[src/rtl/hazard_pkg.sv]
// Shared types and constants for the pipeline hazard tracker.
package hazard_pkg;

  localparam logic [4:0] XZR   = 5'd31;
  localparam int         CNT_W = 16;

  typedef struct packed {
    logic       valid;
    logic [4:0] rd;
    logic       regwrite;
    logic       memread;
  } stage_tag_t;

  localparam stage_tag_t TAG_BUBBLE = '0;

  // A tag is a forwardable pending write only if it is real, writes, and is not XZR.
  function automatic logic tag_enable(input stage_tag_t t);
    return t.valid & t.regwrite & (t.rd != XZR);
  endfunction

endpackage

[src/rtl/stage_tag_reg.sv]
// One pipeline-stage destination tag register with hold and kill controls.
module stage_tag_reg
  import hazard_pkg::*;
(
  input  logic       clk,
  input  logic       reset_n,
  input  logic       hold,
  input  logic       kill,
  input  stage_tag_t d,
  output stage_tag_t q
);

  // Kill beats hold so a frozen stage can still be turned into a bubble.
  always_ff @(posedge clk) begin
    if (!reset_n) begin
      q <= TAG_BUBBLE;
    end else if (kill) begin
      q <= TAG_BUBBLE;
    end else if (!hold) begin
      q <= d;
    end
  end

endmodule

[src/rtl/hazard_tracker.sv]
// Tracks EX/MEM/WB destination tags, decodes load-use and memory-wait hazards,
// and drives stall/bubble/freeze controls plus a saturating stall counter.
module hazard_tracker
  import hazard_pkg::*;
(
  input  logic             clk,
  input  logic             reset_n,
  input  logic             id_valid,
  input  logic [4:0]       id_Aa,
  input  logic [4:0]       id_Ab,
  input  logic             id_uses_a,
  input  logic             id_uses_b,
  input  logic [4:0]       id_rd,
  input  logic             id_regwrite,
  input  logic             id_memread,
  input  logic             flush,
  input  logic             mem_ready,
  output logic             stall_if,
  output logic             bubble_ex,
  output logic             freeze,
  output logic [4:0]       EX_id,
  output logic [4:0]       MEM_id,
  output logic [4:0]       WB_id,
  output logic             EX_enable,
  output logic             MEM_enable,
  output logic             WB_enable,
  output logic [CNT_W-1:0] stall_cycles
);

  stage_tag_t id_tag, ex_tag, mem_tag, wb_tag;
  logic       mem_wait, load_use, ex_kill;

  assign id_tag = '{valid: id_valid, rd: id_rd, regwrite: id_regwrite, memread: id_memread};

  // Hazard decode; mem_wait dominates, then flush, then load_use.
  always_comb begin
    mem_wait = mem_tag.valid & mem_tag.memread & ~mem_ready;
    load_use = ex_tag.valid & ex_tag.memread & ex_tag.regwrite & (ex_tag.rd != XZR) & id_valid &
               ((id_uses_a & (id_Aa == ex_tag.rd)) | (id_uses_b & (id_Ab == ex_tag.rd)));
    ex_kill   = ~mem_wait & (flush | load_use);
    // Controls are forced low in reset so a stall caught mid-flight does not leak out.
    freeze    = reset_n & mem_wait;
    stall_if  = reset_n & (mem_wait | (~flush & load_use));
    bubble_ex = reset_n & ex_kill;
  end

  stage_tag_reg u_ex (
    .clk     (clk),
    .reset_n (reset_n),
    .hold    (mem_wait),
    .kill    (ex_kill),
    .d       (id_tag),
    .q       (ex_tag)
  );

  stage_tag_reg u_mem (
    .clk     (clk),
    .reset_n (reset_n),
    .hold    (mem_wait),
    .kill    (1'b0),
    .d       (ex_tag),
    .q       (mem_tag)
  );

  // While MEM waits, WB receives a bubble so the completed instruction is not written twice.
  stage_tag_reg u_wb (
    .clk     (clk),
    .reset_n (reset_n),
    .hold    (1'b0),
    .kill    (mem_wait),
    .d       (mem_tag),
    .q       (wb_tag)
  );

  // Forwarding tags come straight from the stage registers.
  always_comb begin
    EX_id      = ex_tag.rd;
    MEM_id     = mem_tag.rd;
    WB_id      = wb_tag.rd;
    EX_enable  = tag_enable(ex_tag);
    MEM_enable = tag_enable(mem_tag);
    WB_enable  = tag_enable(wb_tag);
  end

  // Saturating count of cycles in which the front end is held.
  always_ff @(posedge clk) begin
    if (!reset_n) begin
      stall_cycles <= '0;
    end else if (stall_if && (stall_cycles != '1)) begin
      stall_cycles <= stall_cycles + {{(CNT_W-1){1'b0}}, 1'b1};
    end
  end

endmodule

[config.mk]
export PLATFORM = sky130hd
export DESIGN_NAME = hazard_tracker
export DESIGN_NICKNAME = d
export VERILOG_FILES = /design/src/rtl/hazard_pkg.sv /design/src/rtl/stage_tag_reg.sv /design/src/rtl/hazard_tracker.sv
export SDC_FILE = /design/constraint.sdc
export NUM_CORES = 1
export LEC_CHECK = 0
export ABC_AREA = 1
export CAP_MARGIN = 10
export CORE_MARGIN = 2
export CORE_UTILIZATION = 39
export DETAILED_ROUTE_END_ITERATION = 10
export PLACE_DENSITY = 0.64
export SLEW_MARGIN = 10
export SYNTH_ARGS = -nofsm -noshare
export SYNTH_HDL_FRONTEND = slang
export SYNTH_SLANG_ARGS = --single-unit
[constraint.sdc]
create_clock -name clk -period 2.3 [get_ports clk]
set_input_delay 0.23 -clock clk [delete_from_list [all_inputs] [get_ports clk]]
set_output_delay 0.23 -clock clk [all_outputs]
set_load 0.03 [all_outputs]
==> results.json <==
{
  "finalPower_mw": 1.40,
  "crit_arrival_ns": 1.75,
  "worstSkewPairLatency_ns": 0.29,
  "syn-instance-count": 301,
  "hold_viol_final": 0,
  "fmaxAchievable_mhz": 504,
  "cts_tree": "built",
  "status": "completed",
  "die_area_um2": 6230,
  "finalMaxSlewViolations": 0,
  "dp_slack_ns": 0.368,
  "drive_gt1_frac": 0.151,
  "synth_top_area_frac": 0.356,
  "chipHeight_um": 79.0,
  "r2r_cells": 9,
  "relSlewSlack": 0.780,
  "muxShareOfSynthArea": 0,
  "synth_area_leader_cell": "dfxtp_1",
  "place_hpwl_mm": 3.72,
  "r2r_slack_ns": 0.37,
  "peakVddDrop_mv": 0.219,
  "period_needed_ns": 1.98,
  "fillers": 553,
  "row_count": 27,
  "r2r-start": "stall_cycles[0]",
  "start_util": 0.400,
  "dp_cells": 414,
  "busiest_layer": "met2",
  "synth_nets": 326,
  "setup_viol": 0,
  "gp_congestion": 0.875,
  "fin_cells": 422,
  "whs_ns": 0.452,
  "final_antenna_net_count": 0,
  "coreArea_um2": 5470,
  "ys_warn_count": 0,
  "grt_max_degree": 21,
  "drt_iter0_drc": 110,
  "r2r_end": "stall_cycles[11]",
  "port_buffers": 60,
  "n_antenna_cell": 0,
  "drt-pass1-iter-count": 4,
  "root_buffer": "clkbuf_8",
  "antenna_found_initial": 0,
  "cts.sinks": 39,
  "drv_cap": 0,
  "postCtsSetupBuffers": 0,
  "synth_area_um2": 2190,
  "synthAdderAreaFrac": 0.00571,
  "power-per-cell-area_nw_per_um2": 494,
  "syn2layout_area_growth_pct": 29.6,
  "ys_ff_latch": 39,
  "setup_slack_ns": 0.316,
  "nets": 374,
  "critical_path.max_stage_delay_ns": 0.47,
  "ios": 61,
  "grt-ovfl-total": 0,
  "cp_cell_sequence": "inv_2 > nand2_1 > nand2_1 > nor2_1 > nand3_1 > nand2_1 > nand3_2 > nand2_4 > buf_4",
  "grt_pass1_vias": 1813,
  "cp-startpoint": "u_ex.q[2]",
  "setup_tns_ns": 0,
  "syn_area_per_cell_um2": 7.28,
  "cpMaxStageDelayCell": "dfxtp_1",
  "route.detailed.vias_per_inst": 4.62,
  "h-tree-depth": 2,
  "fin_crit_sh": 0.863,
  "whs_path_depth": 2,
  "tightest_slew_ns": 0.329,
  "yosys.area_share.xor_xnor": 0.0480,
  "drt-wirelength-per-cell_um": 11.5,
  "use_met2": 0.265,
  "clk_path_buf_depth": 2,
  "post_cts_resized": 0,
  "cts_buffers": 5,
  "cp_common_cell": "nand2_1",
  "grt_setup_unrepaired": "no",
  "dieWidth_um": 79.0,
  "synth_top_family_by_area": "simple AND/OR/NAND/NOR gates",
  "grtUsageMet3": 0.0330,
  "ys_seq_area_frac": 0.356,
  "routed_wl_mm": 4.85,
  "cts_hold_buf": 0,
  "total_leakage_power_nw": 1.10,
  "end_kind": "output port",
  "yosys.area_share.simple": 0.339,
  "crit_type": "flip-flop to output port",
  "min_path_type": "flip-flop to flip-flop",
  "clk_pin_slew_ns": 0.08,
  "grt_first_pass_wirelength_mm": 8.31,
  "cp.required_ns": 2.07,
  "use_met1": 0.229,
  "cp-endpoint": "stall_if",
  "start_kind": "flip-flop",
  "yosysUniqueCellTypes": 30,
  "synth_area_leaders": "dfxtp_1, nand2_1, nor2_1, buf_4, inv_1",
  "synth_compound_area_frac": 0.110,
  "fin_skew_ns": 0.00812,
  "cp_max_fo": 20,
  "dr_total_vias": 1949,
  "grt_usage": 0.167,
  "drc": 0
}
## per-stage QoR
stage,util,instance area (um^2)
finish,0.519,2840
global route,0.519,2840
global placement,0.498,2730
floorplan,-,2190
CTS,0.519,2840
detailed placement,0.498,2730
## sequential cells by signal (all words and copies together) (netlist names)
| register | flops |
|---|---|
| u_wb.q | 7 |
| stall_cycles | 16 |
| u_ex.q | 8 |
| u_mem.q | 8 |
## where the power goes
group | switching [mW] | internal (mW)
sequential | 0.0108 | 0.686
combinational | 0.0672 | 0.0687
clock | 0.246 | 0.323
## worst min-delay path by stage
stage / startpoint / end / slack [ns]
2_1_floorplan: reset_n / stall_cycles[10] / 0.35
3_3_place_gp: u_mem.q[7] / u_wb.q[7] / 0.45
3_5_place_dp: u_mem.q[7] / u_wb.q[7] / 0.45
4_1_cts: u_mem.q[7] / u_wb.q[7] / 0.46
5_1_grt: u_mem.q[7] / u_wb.q[7] / 0.47
6_report: u_mem.q[7] / u_wb.q[7] / 0.45
## final cells by class
cell class | instances | area, um^2 | area share
Timing Repair Buffer | 64 | 623 | 0.219
Clock buffer | 5 | 68.8 | 0.0242
Clock inverter | 3 | 43.8 | 0.0154
Inverter | 35 | 131 | 0.0463
Multi-Input combinational cell | 204 | 1100 | 0.388
Sequential cell | 39 | 781 | 0.275
Tap cell | 72 | 90.1 | 0.0317
## placed cells by master (no fill, tap or decap), types with 8 or more instances in the layout
master and count:
inv_2 9, dfxtp_1 39, clkdlybuf4s50_1 57, nor2_1 33
nand3_1 17, a21oi_2 10, a22oi_1 8, inv_1 26
nand3_2 9, nand2_1 81
## per-layer routing
metal	wire, um	share of wire
met5	0	0
met4	59	0.012
met3	153	0.032
met2	2220	0.46
met1	2420	0.50
## synth_stat cells
cell type,count
xor2_1,7
nor2_2,2
and3_1,1
a31oi_1,2
o22ai_1,5
a311oi_1,1
a21oi_2,10
nand2_1,81
a22oi_1,8
nand3_2,9
o21ai_0,2
buf_6,2
dfxtp_1,39
xnor2_1,5
nand3_4,1
inv_2,9
nor3_1,6
nand2_4,2
inv_1,26
buf_12,1
nor3_4,1
ha_1,1
nor2_1,33
a21oi_1,6
nand2_2,2
buf_4,16
clkbuf_1,3
buf_1,1
nand3_1,17
nor2_4,2
## worst max-delay path, delay by kind of cell (launching register included)
| family | cells | cell delay (ns) |
|---|---|---|
| simple gates | 7 | 0.70 |
| flops | 1 | 0.47 |
| buf+inv | 2 | 0.28 |
## kinds of logic after synthesis
group	count (synthesis)
simple gates	157
buf+inv	58
flops	39
compound gates	34
xor+xnor	12
fa+ha+maj	1
(Power assumes the default switching activity.)
